<file path="src/rtl/bus_tmo_if.sv">
// CPU bus request/acknowledge bundle watched by the bus timeout monitor.
// The master side is the CPU plus the responding memory or device; the slave side is bus_tmo.
interface bus_tmo_if #(
  parameter int ADDR_W = 36,
  parameter int ERR_W  = 8
);

  // Request side
  logic              busREQ;
  logic              busIO;
  logic [0:ADDR_W-1] busADDR;
  logic              busACK;
  logic              errCLR;

  // Status side
  logic              busWAIT;
  logic              nxmINTR;
  logic              nxdINTR;
  logic              ioBUSY;
  logic [0:ADDR_W-1] errADDR;
  logic [ERR_W-1:0]  errCOUNT;

  modport master (
    output busREQ, busIO, busADDR, busACK, errCLR,
    input  busWAIT, nxmINTR, nxdINTR, ioBUSY, errADDR, errCOUNT
  );

  modport slave (
    input  busREQ, busIO, busADDR, busACK, errCLR,
    output busWAIT, nxmINTR, nxdINTR, ioBUSY, errADDR, errCOUNT
  );

endinterface

</file>
<file path="src/rtl/bus_tmo.sv">
// Bus timeout monitor: stalls the CPU while a request is outstanding and fails it
// after TMO_CYCLES unacknowledged cycles, recording sticky NXM/NXD flags and the address.
module bus_tmo #(
  parameter int TMO_CYCLES = 16,
  parameter int CNT_W      = 5,
  parameter int ADDR_W     = 36,
  parameter int ERR_W      = 8
) (
  input  logic     clk,
  input  logic     rst,
  bus_tmo_if.slave bus
);

  typedef enum logic [1:0] {
    ST_IDLE  = 2'd0,
    ST_WAIT  = 2'd1,
    ST_FAIL  = 2'd2,
    ST_DRAIN = 2'd3
  } state_e;

  localparam logic [CNT_W-1:0] TMO_LAST = CNT_W'(TMO_CYCLES - 1);
  localparam logic [ERR_W-1:0] ERR_MAX  = '1;

  state_e            state_q,    state_d;
  logic [CNT_W-1:0]  cnt_q,      cnt_d;
  logic              io_q,       io_d;
  logic [0:ADDR_W-1] addr_q,     addr_d;
  logic              nxm_q,      nxm_d;
  logic              nxd_q,      nxd_d;
  logic [0:ADDR_W-1] err_addr_q, err_addr_d;
  logic [ERR_W-1:0]  err_cnt_q,  err_cnt_d;
  logic              fail_entry;

  // NOTE: every variable gets its hold value first so no path through the case leaves
  // one unassigned; that is what keeps this block free of inferred latches.
  always_comb begin
    state_d    = state_q;
    cnt_d      = cnt_q;
    io_d       = io_q;
    addr_d     = addr_q;
    nxm_d      = nxm_q;
    nxd_d      = nxd_q;
    err_addr_d = err_addr_q;
    err_cnt_d  = err_cnt_q;
    fail_entry = 1'b0;

    if (bus.errCLR) begin
      nxm_d     = 1'b0;
      nxd_d     = 1'b0;
      err_cnt_d = '0;
    end

    unique case (state_q)
      ST_IDLE: begin
        if (bus.busREQ) begin
          state_d = ST_WAIT;
          io_d    = bus.busIO;
          addr_d  = bus.busADDR;
          cnt_d   = '0;
        end
      end
      ST_WAIT: begin
        // Acknowledge outranks both an abort and the timeout in the same cycle.
        if (bus.busACK) begin
          state_d = ST_DRAIN;
        end else if (!bus.busREQ) begin
          state_d = ST_IDLE;
        end else if (cnt_q == TMO_LAST) begin
          state_d    = ST_FAIL;
          fail_entry = 1'b1;
        end else begin
          cnt_d = cnt_q + CNT_W'(1);
        end
      end
      ST_FAIL: begin
        state_d = ST_DRAIN;
      end
      ST_DRAIN: begin
        if (!bus.busREQ) begin
          state_d = ST_IDLE;
        end
      end
      default: begin
        state_d = ST_IDLE;
      end
    endcase

    // Applied after the clear so a coincident errCLR still leaves this failure recorded.
    if (fail_entry) begin
      if (io_q) begin
        nxd_d = 1'b1;
      end else begin
        nxm_d = 1'b1;
      end
      err_addr_d = addr_q;
      if (bus.errCLR) begin
        err_cnt_d = ERR_W'(1);
      end else if (err_cnt_q != ERR_MAX) begin
        err_cnt_d = err_cnt_q + ERR_W'(1);
      end
    end
  end

  // NOTE: state registers use non-blocking assignments so every flop samples the
  // pre-edge values computed above, independent of statement order.
  always_ff @(posedge clk) begin
    if (rst) begin
      state_q    <= ST_IDLE;
      cnt_q      <= '0;
      io_q       <= 1'b0;
      addr_q     <= '0;
      nxm_q      <= 1'b0;
      nxd_q      <= 1'b0;
      err_addr_q <= '0;
      err_cnt_q  <= '0;
    end else begin
      state_q    <= state_d;
      cnt_q      <= cnt_d;
      io_q       <= io_d;
      addr_q     <= addr_d;
      nxm_q      <= nxm_d;
      nxd_q      <= nxd_d;
      err_addr_q <= err_addr_d;
      err_cnt_q  <= err_cnt_d;
    end
  end

  // Gated by rst because the state register only becomes IDLE at the first reset edge.
  assign bus.busWAIT  = !rst && (((state_q == ST_IDLE) && bus.busREQ) ||
                                 ((state_q == ST_WAIT) && !bus.busACK));
  assign bus.ioBUSY   = !rst && (state_q != ST_IDLE);
  assign bus.nxmINTR  = nxm_q;
  assign bus.nxdINTR  = nxd_q;
  assign bus.errADDR  = err_addr_q;
  assign bus.errCOUNT = err_cnt_q;

endmodule

</file>
<file path="src/flat_wrapper.sv">
// flat-port wrapper written by rule: the top's interface ports become plain ports
module bus_tmo_flat 
#(
  parameter int TMO_CYCLES = 16,
  parameter int CNT_W      = 5,
  parameter int ADDR_W     = 36,
  parameter int ERR_W      = 8
)
  (clk, rst, bus_busREQ, bus_busIO, bus_busADDR, bus_busACK, bus_errCLR, bus_busWAIT, bus_nxmINTR, bus_nxdINTR, bus_ioBUSY, bus_errADDR, bus_errCOUNT);
  bus_tmo_if #(.ADDR_W(ADDR_W), .ERR_W(ERR_W)) bus_i ();
  input  logic clk;
  input  logic rst;
  input wire logic [$bits(bus_i.busREQ)-1:0] bus_busREQ;
  input wire logic [$bits(bus_i.busIO)-1:0] bus_busIO;
  input wire logic [$bits(bus_i.busADDR)-1:0] bus_busADDR;
  input wire logic [$bits(bus_i.busACK)-1:0] bus_busACK;
  input wire logic [$bits(bus_i.errCLR)-1:0] bus_errCLR;
  output wire logic [$bits(bus_i.busWAIT)-1:0] bus_busWAIT;
  output wire logic [$bits(bus_i.nxmINTR)-1:0] bus_nxmINTR;
  output wire logic [$bits(bus_i.nxdINTR)-1:0] bus_nxdINTR;
  output wire logic [$bits(bus_i.ioBUSY)-1:0] bus_ioBUSY;
  output wire logic [$bits(bus_i.errADDR)-1:0] bus_errADDR;
  output wire logic [$bits(bus_i.errCOUNT)-1:0] bus_errCOUNT;
  assign bus_i.busREQ = bus_busREQ;
  assign bus_i.busIO = bus_busIO;
  assign bus_i.busADDR = bus_busADDR;
  assign bus_i.busACK = bus_busACK;
  assign bus_i.errCLR = bus_errCLR;
  assign bus_busWAIT = bus_i.busWAIT;
  assign bus_nxmINTR = bus_i.nxmINTR;
  assign bus_nxdINTR = bus_i.nxdINTR;
  assign bus_ioBUSY = bus_i.ioBUSY;
  assign bus_errADDR = bus_i.errADDR;
  assign bus_errCOUNT = bus_i.errCOUNT;
  bus_tmo #(.TMO_CYCLES(TMO_CYCLES), .CNT_W(CNT_W), .ADDR_W(ADDR_W), .ERR_W(ERR_W)) u_core (.clk(clk), .rst(rst), .bus(bus_i));
endmodule
</file>
<file path="config.mk">
export PLATFORM = sky130hd
export DESIGN_NAME = bus_tmo_flat
export DESIGN_NICKNAME = d
export VERILOG_FILES = /design/src/rtl/bus_tmo_if.sv /design/src/rtl/bus_tmo.sv /design/src/flat_wrapper.sv
export SDC_FILE = /design/constraint.sdc
export NUM_CORES = 1
export LEC_CHECK = 0
export ABC_AREA = 1
export CAP_MARGIN = 20
export CORE_MARGIN = 2
export CORE_UTILIZATION = 52
export DETAILED_ROUTE_END_ITERATION = 6
export GPL_TIMING_DRIVEN = 0
export PLACE_DENSITY = 0.88
export SLEW_MARGIN = 5
export SYNTH_ARGS = -nofsm -noshare
export SYNTH_HDL_FRONTEND = slang
export SYNTH_SLANG_ARGS = --single-unit
</file>
<file path="constraint.sdc">
create_clock -name clk -period 2.7 [get_ports clk]
set_input_delay 0.54 -clock clk [delete_from_list [all_inputs] [get_ports clk]]
set_output_delay 0.54 -clock clk [all_outputs]
set_load 0.1 [all_outputs]
</file>
==> impl_summary.log, run 1 <==
[metrics] run status: finished clean
[metrics] IO buf count: 88
[metrics] share of synthesized area occupied by flip-flops and latches: 51.3%
[metrics] CTS H-tree lvls: 3
[metrics] core outline area: between 0.006 and 0.007 mm²
[metrics] global placement routability congestion: 0.854
[metrics] Tightest Pin Transition: 0.987 ns
[metrics] XOR/XNOR Fraction of Synth Area: 0%
[metrics] Crit path required time: 2.16 ns
[metrics] cells traversed along the worst timing path: clkdlybuf4s50_1, nand2_2, clkbuf_1, a21oi_2, clkbuf_4
[metrics] Total Die Area: 0.00742 mm²
[metrics] compound-cell area share of the yosys netlist: 14.5%
[metrics] most used cells in the layout excluding fill and tap cells: 170 x sky130_fd_sc_hd__nor2_1, 90 x sky130_fd_sc_hd__dfxtp_1, 86 x sky130_fd_sc_hd__clkdlybuf4s50_1
[metrics] Worst-path clk slew: approximately 0.09 ns
[metrics] Die Span X: 86.2 µm
[metrics] endpoints failing hold: 0
[metrics] synthesis warning total: 0
[metrics] residual DRC count: 0
[metrics] share of cell area taken by muxes after synthesis: 0%
[metrics] fraction of final layout cells with drive strength greater than 1: about 8.3%
[metrics] relative slew slack: 34.0%
[metrics] number of placed I/O pins: 90
[metrics] CP peak stage delay: between 0.5 and 0.6 ns
[metrics] Die Y-Extent: 86.2 µm
[metrics] power density normalized to cell area: 570 mW/mm²
[metrics] per-cell via count in the routed design: 5.10
[metrics] number of global-route vias before repair: roughly 3.2k
[metrics] post-route ant nets: 0
[metrics] Avg Cell Area, Syn: 7.45 µm²
[metrics] most common library cell in the layout ignoring fill and taps: sky130_fd_sc_hd__nor2_1
[metrics] global routing usage summed across all routing layers: a little under a quarter
[metrics] clock period minus final worst setup slack: 2.58 ns
[metrics] number of flip-flops and latches in the synthesized netlist: 90
[metrics] kind of capture point of the worst setup path: output port
[metrics] type of the tightest min-delay check: reg2reg
[metrics] Post-layout nets: 615
[metrics] unrepaired setup endpoints after global routing: no
[metrics] highest fanout seen on the critical path: 10
[metrics] final slew viol count: 0
[metrics] synthesized-area fraction occupied by adder cells: 1.07%
[metrics] leakage power: 1.82 nW
[metrics] n_diodes: 0
[metrics] Mapped Cells: 471
[metrics] top achievable clock speed: 387 MHz
[metrics] Netlist cell types: 23
[metrics] net count after synthesis: 516
[metrics] initial DRC count: around 130
[metrics] simple-gate share of the synthesized area: 26.8%
[metrics] routed via count: 3328
[metrics] number of buffers added to fix hold violations after cts: 0
[metrics] global-route wire length before repair: 13900 µm
[metrics] worst-skew pair later-pin latency: 0.35 ns
[metrics] crit-path leading delay family: buffers and inverters
[metrics] pin count of the biggest net entering global routing: 16
[metrics] Setup Skew: 0.0119 ns
[metrics] Routed WL: ~8500 µm
[metrics] number of clock buffers inserted by TritonCTS: 9
[metrics] Hold WS: 0.447 ns
[metrics] Sinks on Clock Net: 90
[metrics] final setup vio count: 0
[metrics] routed wire length per instance: ~13 µm
[metrics] Total Neg Setup Slack: 0 ns
[metrics] worst endpoint data arrival time: 2.04 ns
[metrics] worst-case vdd ir drop: 0.435 mV
[metrics] combinational family with the most area after synthesis: simple AND/OR/NAND/NOR gates
[metrics] CP max stage cell: sky130_fd_sc_hd__clkdlybuf4s50_1
[metrics] aggregate global routing overflow: 0
[metrics] number of cell rows: 29
[metrics] class of the most critical setup path: in2out
[metrics] crit path buf inv count: 3
[metrics] CTS tree: done
[metrics] area delta synth->final: 33.4%
[metrics] number of antenna violations at the first check in global routing: 0
[metrics] netlist area before placement: between 0.003 and 0.004 mm²
[metrics] crit start category: input port
[metrics] buffer levels on the longest clock path: 2
[metrics] Starting Density: 54.6%
[metrics] # Max-Cap Violations: 0
[metrics] detailed-placement wirelength estimate: 6250 µm
[metrics] clock tree root buffer cell: sky130_fd_sc_hd__clkbuf_8
[metrics] drt pass-1 iters: 4
[metrics] Tcrit/Tclk final: between 90 and 100%
metrics by stage:
| step | total power, W | setup slack (ns) | utilization, % | cell area (µm²) | cells |
|---|---|---|---|---|---|
| detailed placement | 0.00180 | -0.690 | 69.9 | 4490 | 636 |
| floorplan | 0.00167 | -0.00943 | - | 3510 | 471 |
| global route | 0.00279 | 0.0308 | 72.9 | 4680 | 652 |
| CTS | 0.00267 | 0.0149 | 72.9 | 4680 | 652 |
| finish | 0.00267 | 0.119 | 72.9 | 4680 | 652 |
| global placement | 0.00178 | -0.689 | 69.9 | 4490 | 636 |
area by class of cell:
cell class              instances  area (µm²)
repair buffers                 88         877
plain buffers                  25         143
clock inverters                 6        67.6
inverters                      20        75.1
well taps                      77        96.3
clock buffers                  10         128
flip-flops and latches         90        1800
multi-input cells             336        1490
fillers                       509        1740
sequential cells by signal, indices dropped and copies added, names as in the netlist, named ones only:
| register | cells |
|---|---|
| u_core.addr_q | 36 |
| u_core.bus.errADDR | 36 |
| u_core.bus.errCOUNT | 8 |
| u_core.bus.nxdINTR | 1 |
| u_core.bus.nxmINTR | 1 |
| u_core.cnt_q | 5 |
| u_core.io_q | 1 |
| u_core.state_q | 1 |
cell families (layout without fill, tap and decap cells):
logic type / Yosys count / after routing
fa+ha+maj: 3 / 3
buf+inv: 45 / 149
compound gates: 98 / 98
flops: 90 / 90
simple gates: 235 / 235
synthesized netlist by cell type:
cell / count / share of area (%)
sky130_fd_sc_hd__o21bai_1: 1 / 0.21
sky130_fd_sc_hd__nand2_4: 1 / 0.32
sky130_fd_sc_hd__a21oi_1: 15 / 2.1
sky130_fd_sc_hd__buf_2: 9 / 1.3
sky130_fd_sc_hd__o21ai_0: 79 / 11
sky130_fd_sc_hd__nor3b_1: 1 / 0.21
sky130_fd_sc_hd__nand3_1: 16 / 2.3
sky130_fd_sc_hd__o31ai_2: 2 / 0.71
sky130_fd_sc_hd__nand3_2: 1 / 0.29
sky130_fd_sc_hd__nand2_2: 2 / 0.36
sky130_fd_sc_hd__and3_1: 1 / 0.18
sky130_fd_sc_hd__inv_1: 16 / 1.7
sky130_fd_sc_hd__nand2_1: 39 / 4.2
sky130_fd_sc_hd__o21a_1: 1 / 0.21
sky130_fd_sc_hd__nor2_1: 170 / 18
sky130_fd_sc_hd__buf_6: 2 / 0.64
sky130_fd_sc_hd__nor2_2: 3 / 0.53
sky130_fd_sc_hd__dfxtp_1: 90 / 51
sky130_fd_sc_hd__clkbuf_1: 8 / 0.86
sky130_fd_sc_hd__inv_2: 4 / 0.43
sky130_fd_sc_hd__nor2_4: 1 / 0.32
sky130_fd_sc_hd__buf_4: 6 / 1.3
sky130_fd_sc_hd__ha_1: 3 / 1.1
per-layer routing:
layer	vias up	share of wire (%)	global-route usage [%]	routed length, µm
li1	1708	-	-	-
met1	1507	41	27.3	3480
met2	104	53	43.1	4460
met3	9	4.9	3.27	413
met4	0	1.5	10.2	128
met5	-	0	0	0
timing repair:
| action | 4_1_cts | 5_1_grt |
|---|---|---|
| cloned | 0 | 0 |
| setup buffers | 0 | 0 |
| endpoints found under the setup margin | 2 | 1 |
| resized for setup | 6 | 1 |
path summary, 6_finish.rpt:
kind | start | endpoint | slack, ns | cells after the start
setup / recovery | bus_busREQ | bus_busWAIT | 0.12 | 5
hold / removal | u_core.io_q | u_core.bus.nxmINTR | 0.45 | 1
setup reg to reg | u_core.cnt_q[0] | u_core.bus.errADDR[8] | 0.88 | 10
hold reg to reg | u_core.io_q | u_core.bus.nxmINTR | 0.45 | 1
power by group:
part,switching [W],internal (W),total (W),leakage (nW)
Combinational,0.000196,0.000134,0.000329,0.991
Clock,0.000475,0.000430,0.000904,0.0925
Sequential,0.0000383,0.00140,0.00144,0.734
Power figures use the tool's default switching activity.
==> run 2: changes to the inputs <==
--- a/config.mk
+++ b/config.mk
@@ -6,12 +6,12 @@
 export NUM_CORES = 1
 export LEC_CHECK = 0
 export ABC_AREA = 1
-export CAP_MARGIN = 20
-export CORE_MARGIN = 2
+export CORE_MARGIN = 10
 export CORE_UTILIZATION = 52
 export DETAILED_ROUTE_END_ITERATION = 6
 export GPL_TIMING_DRIVEN = 0
 export PLACE_DENSITY = 0.88
+export SKIP_CTS_REPAIR_TIMING = 1
 export SLEW_MARGIN = 5
 export SYNTH_ARGS = -nofsm -noshare
 export SYNTH_HDL_FRONTEND = slang
==> run 2 against run 1 <==
  * Sequential power about the same
  * Clock-buffer cell count down 1
  * Clock skew decreased by 0.0029 ns
  * Total power is 2.7% lower
  * Core utilization decreased by 0.60 points
  * First-iteration DRC count rose by 20%
  * Non-clock buffer count unchanged
  * Die area is 41% higher
  * Fmax decreased by 0.47%
  * Global-route usage decreased by 6.8 points
  * Sequential share of layout area is 0.10 points higher
  * Critical path type unchanged
==> impl_summary.log, run 2 (synthesis gave the netlist of run 1 again) <==
[metrics] top achievable clock speed: 386 MHz
[metrics] Sinks on Clock Net: 90
[metrics] Hold WS: approximately 0.45 ns
[metrics] kind of capture point of the worst setup path: output port
[metrics] crit-path leading delay family: buffers and inverters
[metrics] unrepaired setup endpoints after global routing: no
[metrics] fraction of final layout cells with drive strength greater than 1: under 10%
[metrics] drt pass-1 iters: 4
[metrics] clock network power share: 32.2%
[metrics] area delta synth->final: 33.0%
[metrics] initial DRC count: 155
[metrics] run status: finished clean
[metrics] met3 wirelength from detailed routing: slightly above 500 µm
[metrics] Total Die Area: around 0.010 mm²
[metrics] wire length on met1: 3760 µm
[metrics] most used cells in the layout excluding fill and tap cells: 170 x sky130_fd_sc_hd__nor2_1, 90 x sky130_fd_sc_hd__dfxtp_1, 86 x sky130_fd_sc_hd__clkdlybuf4s50_1
[metrics] Tightest Pin Transition: 1.01 ns
[metrics] crit path buf inv count: 3
[metrics] final slew viol count: 0
[metrics] number of cell rows: 29
[metrics] final design area excluding fillers: ~0.0047 mm²
[metrics] pin count of the biggest net entering global routing: 17
[metrics] met2 WL: 4360 µm
[metrics] Setup WS post-layout: 0.107 ns
[metrics] instance area after placement: 0.00449 mm²
[metrics] global routing usage summed across all routing layers: around 17%
[metrics] detailed-placement wirelength estimate: 6760 µm
[metrics] core outline area: 0.00646 mm²
[metrics] Routed WL: 8810 µm
[metrics] Crit path required time: 2.16 ns
[metrics] buffer levels on the longest clock path: 2
[metrics] Net Switching: between 0.0007 and 0.0008 W
[metrics] worst endpoint data arrival time: between 2 and 2.5 ns
[metrics] Total Neg Setup Slack: 0 ns
[metrics] relative slew slack: 32.2%
[metrics] clock period minus final worst setup slack: 2.59 ns
[metrics] clock tree root buffer cell: sky130_fd_sc_hd__clkbuf_8
[metrics] global placement routability congestion: 0.901
[metrics] area of the multi-input gates: 0.00149 mm²
[metrics] number of antenna violations at the first check in global routing: 0
[metrics] final setup vio count: 0
[metrics] power density normalized to cell area: roughly 560 mW/mm²
[metrics] most common library cell in the layout ignoring fill and taps: sky130_fd_sc_hd__nor2_1
[metrics] global-route wire length before repair: 14000 µm
[metrics] Setup Skew: about 0.009 ns
[metrics] crit start category: input port
[metrics] class of the most critical setup path: in2out
[metrics] routed wire length per instance: 13.5 µm
[metrics] Post-layout nets: 615
[metrics] n_diodes: 0
[metrics] uppermost signal routing layer after detailed routing: met4
[metrics] fill cell count: between 500 and 600
[metrics] highest fanout seen on the critical path: 10
[metrics] Die Y-Extent: 102 µm
[metrics] CP peak stage delay: 0.59 ns
[metrics] residual DRC count: 0
[metrics] aggregate global routing overflow: 0
[metrics] post-route ant nets: 0
[metrics] Worst-path clk slew: 0.09 ns
[metrics] number of clock buffers inserted by TritonCTS: 9
[metrics] routed via count: 3280
[metrics] Die Span X: 102 µm
[metrics] leakage power: approximately 1.8 nW
[metrics] CTS tree: done
[metrics] # Max-Cap Violations: 0
[metrics] number of placed I/O pins: 90
[metrics] Sw Ratio: 27.9%
[metrics] CTS H-tree lvls: 3
[metrics] CP max stage cell: sky130_fd_sc_hd__clkdlybuf4s50_1
[metrics] sequential fraction of design power: 55.2%
[metrics] endpoints failing hold: 0
[metrics] worst-skew pair later-pin latency: 0.37 ns
[metrics] worst-case vdd ir drop: 0.349 mV
[metrics] cells traversed along the worst timing path: clkdlybuf4s50_1, nand2_2, clkbuf_1, a21oi_2, clkbuf_4
[metrics] IO buf count: 88
[metrics] internal power summed over all cells: 0.00187 W
[metrics] type of the tightest min-delay check: in2reg
[metrics] fraction of power consumed by combinational cells: approximately 13%
[metrics] Sequential Area: 0.00180 mm²
[metrics] Post-Place Worst Slack: -0.706 ns
[metrics] Starting Density: between 50% and 60%
[metrics] Tcrit/Tclk final: a little over nine tenths
[metrics] number of global-route vias before repair: 3179
[metrics] per-cell via count in the routed design: 5.03
## run 2: cell types whose count changed in the layout (fill, tap and decap cells not counted)
cell / delta
sky130_fd_sc_hd__clkinv_4: +1
sky130_fd_sc_hd__clkbuf_1: -1
sky130_fd_sc_hd__bufinv_16: -1
sky130_fd_sc_hd__dlymetal6s2s_1: +1
sky130_fd_sc_hd__inv_6: +1
sky130_fd_sc_hd__dlygate4sd2_1: -1
## run 2: per-layer routing
layer / vias up / track usage, %
met1: 1485 / 18.5
li1: 1708 / -
met5: - / 0
met3: 13 / 4.32
met2: 74 / 30.1
met4: 0 / 7.05
## run 2: through the flow
step / cells / total power, W / utilization (%)
6_report: 652 / 0.00260 / 72.3
5_1_grt: 652 / 0.00271 / 72.3
4_1_cts: 652 / 0.00261 / 72.3
3_5_place_dp: 636 / 0.00179 / 69.5
3_3_place_gp: 636 / 0.00178 / 69.5
2_1_floorplan: 471 / 0.00167 / -
## run 2: path summary, 6_finish.rpt
kind | startpoint | to | slack [ns] | cells after the start
max | bus_busREQ | bus_busWAIT | 0.11 | 5
min | rst | flip-flop | 0.45 | 2
max reg2reg | u_core.cnt_q[0] | u_core.bus.errADDR[8] | 0.85 | 10
min reg2reg | u_core.io_q | u_core.bus.nxmINTR | 0.47 | 1
## run 2: final cells by class
cell class | count | area share, %
sequential | 90 | 38.6
multi-input combinational | 336 | 32.0
timing repair buffer | 88 | 18.9
buffer | 25 | 3.05
clock buffer | 9 | 2.65
tap | 77 | 2.06
inverter | 20 | 1.61
clock inverter | 7 | 1.18
## run 2: power by group through the flow
stage / Sequential [W] / Clock [W] / Combinational (W)
after floorplan: 0.00146 / 0 / 0.000215
after global placement: 0.00146 / 0 / 0.000319
after detailed placement: 0.00146 / 0 / 0.000329
after CTS: 0.00143 / 0.000842 / 0.000331
after global routing: 0.00145 / 0.000894 / 0.000372
final: 0.00143 / 0.000837 / 0.000328
==> run 3: changes to the inputs <==
--- a/config.mk
+++ b/config.mk
@@ -11,6 +11,7 @@
 export DETAILED_ROUTE_END_ITERATION = 6
 export GPL_TIMING_DRIVEN = 0
 export PLACE_DENSITY = 0.88
+export RECOVER_POWER = 50
 export SKIP_CTS_REPAIR_TIMING = 1
 export SLEW_MARGIN = 5
 export SYNTH_ARGS = -nofsm -noshare
==> run 3 against run 2 <==
  * Sequential share of layout area grew 0.34 points
  * Sequential cell count is the same
  * Core utilization shrank 0.64 points
  * Non-clock buffer count is the same
  * Highest routed layer unchanged
==> impl_summary.log, run 3 (synthesis gave the netlist of run 1 again) <==
[metrics] Die Y-Extent: 102 µm
[metrics] most common library cell in the layout ignoring fill and taps: sky130_fd_sc_hd__nor2_1
[metrics] Setup Skew: 0.00765 ns
[metrics] reg-to-reg critical path startpoint: u_core.cnt_q[0]
[metrics] FF-to-FF End: u_core.bus.errCOUNT[7]
[metrics] area delta synth->final: 31.9%
[metrics] class of the most critical setup path: in2out
[metrics] global routing usage summed across all routing layers: 16.8%
[metrics] run status: finished clean
[metrics] core outline area: between 0.006 and 0.007 mm²
[metrics] global-route wire length before repair: 14000 µm
[metrics] Crit path required time: 2.16 ns
[metrics] number of antenna violations at the first check in global routing: 0
[metrics] highest fanout seen on the critical path: 10
[metrics] hold wc startpoint: rst
[metrics] Starting Density: 54.3%
[metrics] aggregate global routing overflow: 0
[metrics] worst-skew pair later-pin latency: 0.36 ns
[metrics] fraction of final layout cells with drive strength greater than 1: 6.43%
[metrics] per-cell via count in the routed design: 5.05
[metrics] n_diodes: 0
[metrics] buffer levels on the longest clock path: 2
[metrics] kind of capture point of the worst setup path: output port
[metrics] Post-Place Worst Slack: -0.706 ns
[metrics] clock period minus final worst setup slack: 2.60 ns
[metrics] final slew viol count: 0
[metrics] global placement routability congestion: 0.901
[metrics] clock network power share: 32.4%
[metrics] Net Switching: 0.000724 W
[metrics] residual DRC count: 0
[metrics] relative slew slack: between 30% and 40%
[metrics] count of cells along the worst register-to-register path: 10
[metrics] # Max-Cap Violations: 0
[metrics] Setup WS post-layout: 0.100 ns
[metrics] Total Die Area: 0.0104 mm²
[metrics] IO buf count: 88
[metrics] pin count of the biggest net entering global routing: 17
[metrics] number of clock buffers inserted by TritonCTS: 9
[metrics] number of cell rows: 29
[metrics] Sw Ratio: 27.9%
[metrics] Overall Power: 0.00259 W
[metrics] type of the tightest min-delay check: in2reg
[metrics] worst-case vdd ir drop: 0.349 mV
[metrics] power density normalized to cell area: about 560 mW/mm²
[metrics] CTS tree: done
[metrics] sequential fraction of design power: 55.3%
[metrics] crit start category: input port
[metrics] endpoints failing hold: 0
[metrics] cell count of the worst hold path: 2
[metrics] CTS H-tree lvls: 3
[metrics] number of placed I/O pins: 90
[metrics] most used cells in the layout excluding fill and tap cells: 173 x sky130_fd_sc_hd__nor2_1, 90 x sky130_fd_sc_hd__dfxtp_1, 86 x sky130_fd_sc_hd__clkdlybuf4s50_1
[metrics] detailed-placement wirelength estimate: 6760 µm
[metrics] fraction of power consumed by combinational cells: 12.3%
[metrics] post-route ant nets: 0
[metrics] routed via count: 3292
[metrics] Layout Utilization: 71.7%
[metrics] end point of the critical path: bus_busWAIT
[metrics] Post-layout nets: 615
[metrics] number of global-route vias before repair: 3179
[metrics] top achievable clock speed: 385 MHz
[metrics] final setup vio count: 0
[metrics] critical path launch point: bus_busREQ
[metrics] Die Span X: a little over 100 µm
[metrics] Total Neg Setup Slack: 0 ns
[metrics] unrepaired setup endpoints after global routing: no
[metrics] reg-to-reg slack, setup: 0.61 ns
[metrics] drt pass-1 iters: 5
[metrics] Sinks on Clock Net: 90
[metrics] clock tree root buffer cell: sky130_fd_sc_hd__clkbuf_8
[metrics] routed wire length per instance: 13.5 µm
[metrics] initial DRC count: between 150 and 200
[metrics] leakage power: between 1.5 and 2 nW
[metrics] Tcrit/Tclk final: 96.3%
[metrics] internal power summed over all cells: 0.00187 W
[metrics] Routed WL: 8800 µm
[metrics] Worst-path clk slew: around 0.090 ns
[metrics] worst endpoint data arrival time: 2.06 ns
[metrics] Hold WS: 0.449 ns
[metrics] Tightest Pin Transition: 1.01 ns
run 3: cell types whose count changed in the layout (fill, tap and decap cells not counted), sizes merged:
cell,previous run,this run
buf,17,10
clkbuf,18,25
run 3: stage by stage:
step	instances	area (µm²)
final	652	4630
after global routing	652	4630
after CTS	652	4670
after detailed placement	636	4490
after global placement	636	4490
after floorplan	471	3510
run 3: how the worst min path moves through the flow:
| stage | end | slack, ns |
|---|---|---|
| floorplan | u_core.bus.nxmINTR | 0.43 |
| global placement | u_core.bus.nxmINTR | 0.45 |
| detailed placement | u_core.bus.nxmINTR | 0.46 |
| CTS | flip-flop | 0.45 |
| global route | flip-flop | 0.47 |
| finish | flip-flop | 0.45 |
run 3: worst max-delay path: stages:
cell                              delay, ns
sky130_fd_sc_hd__clkdlybuf4s50_1       0.60
sky130_fd_sc_hd__nand2_2               0.14
sky130_fd_sc_hd__clkbuf_1              0.24
sky130_fd_sc_hd__a21oi_2               0.19
sky130_fd_sc_hd__clkbuf_4              0.35
run 3: layout make-up:
class / count / area (µm²)
inverter: 20 / 75.1
fill: 523 / 1830
clock buffer: 9 / 124
tap: 77 / 96.3
buffer: 25 / 121
sequential: 90 / 1800
multi-input combinational: 336 / 1470
timing repair buffer: 88 / 881
clock inverter: 7 / 55.1
run 3: power groups by stage:
stage	Combinational [W]	Clock (W)	Sequential, W
final	0.000320	0.000839	0.00143
after global routing	0.000363	0.000894	0.00145
after CTS	0.000331	0.000842	0.00143
after detailed placement	0.000329	0	0.00146
after global placement	0.000319	0	0.00146
after floorplan	0.000215	0	0.00146
run 3: metal layers:
layer  vias to the layer above  GRT usage (%)  part of all wire [%]
met5                         -              0                     0
met4                         0           7.05                   1.7
met3                        13           4.32                   6.4
met2                        92           30.1                    50
met1                      1479           18.5                    42
li1                       1708              -                     -
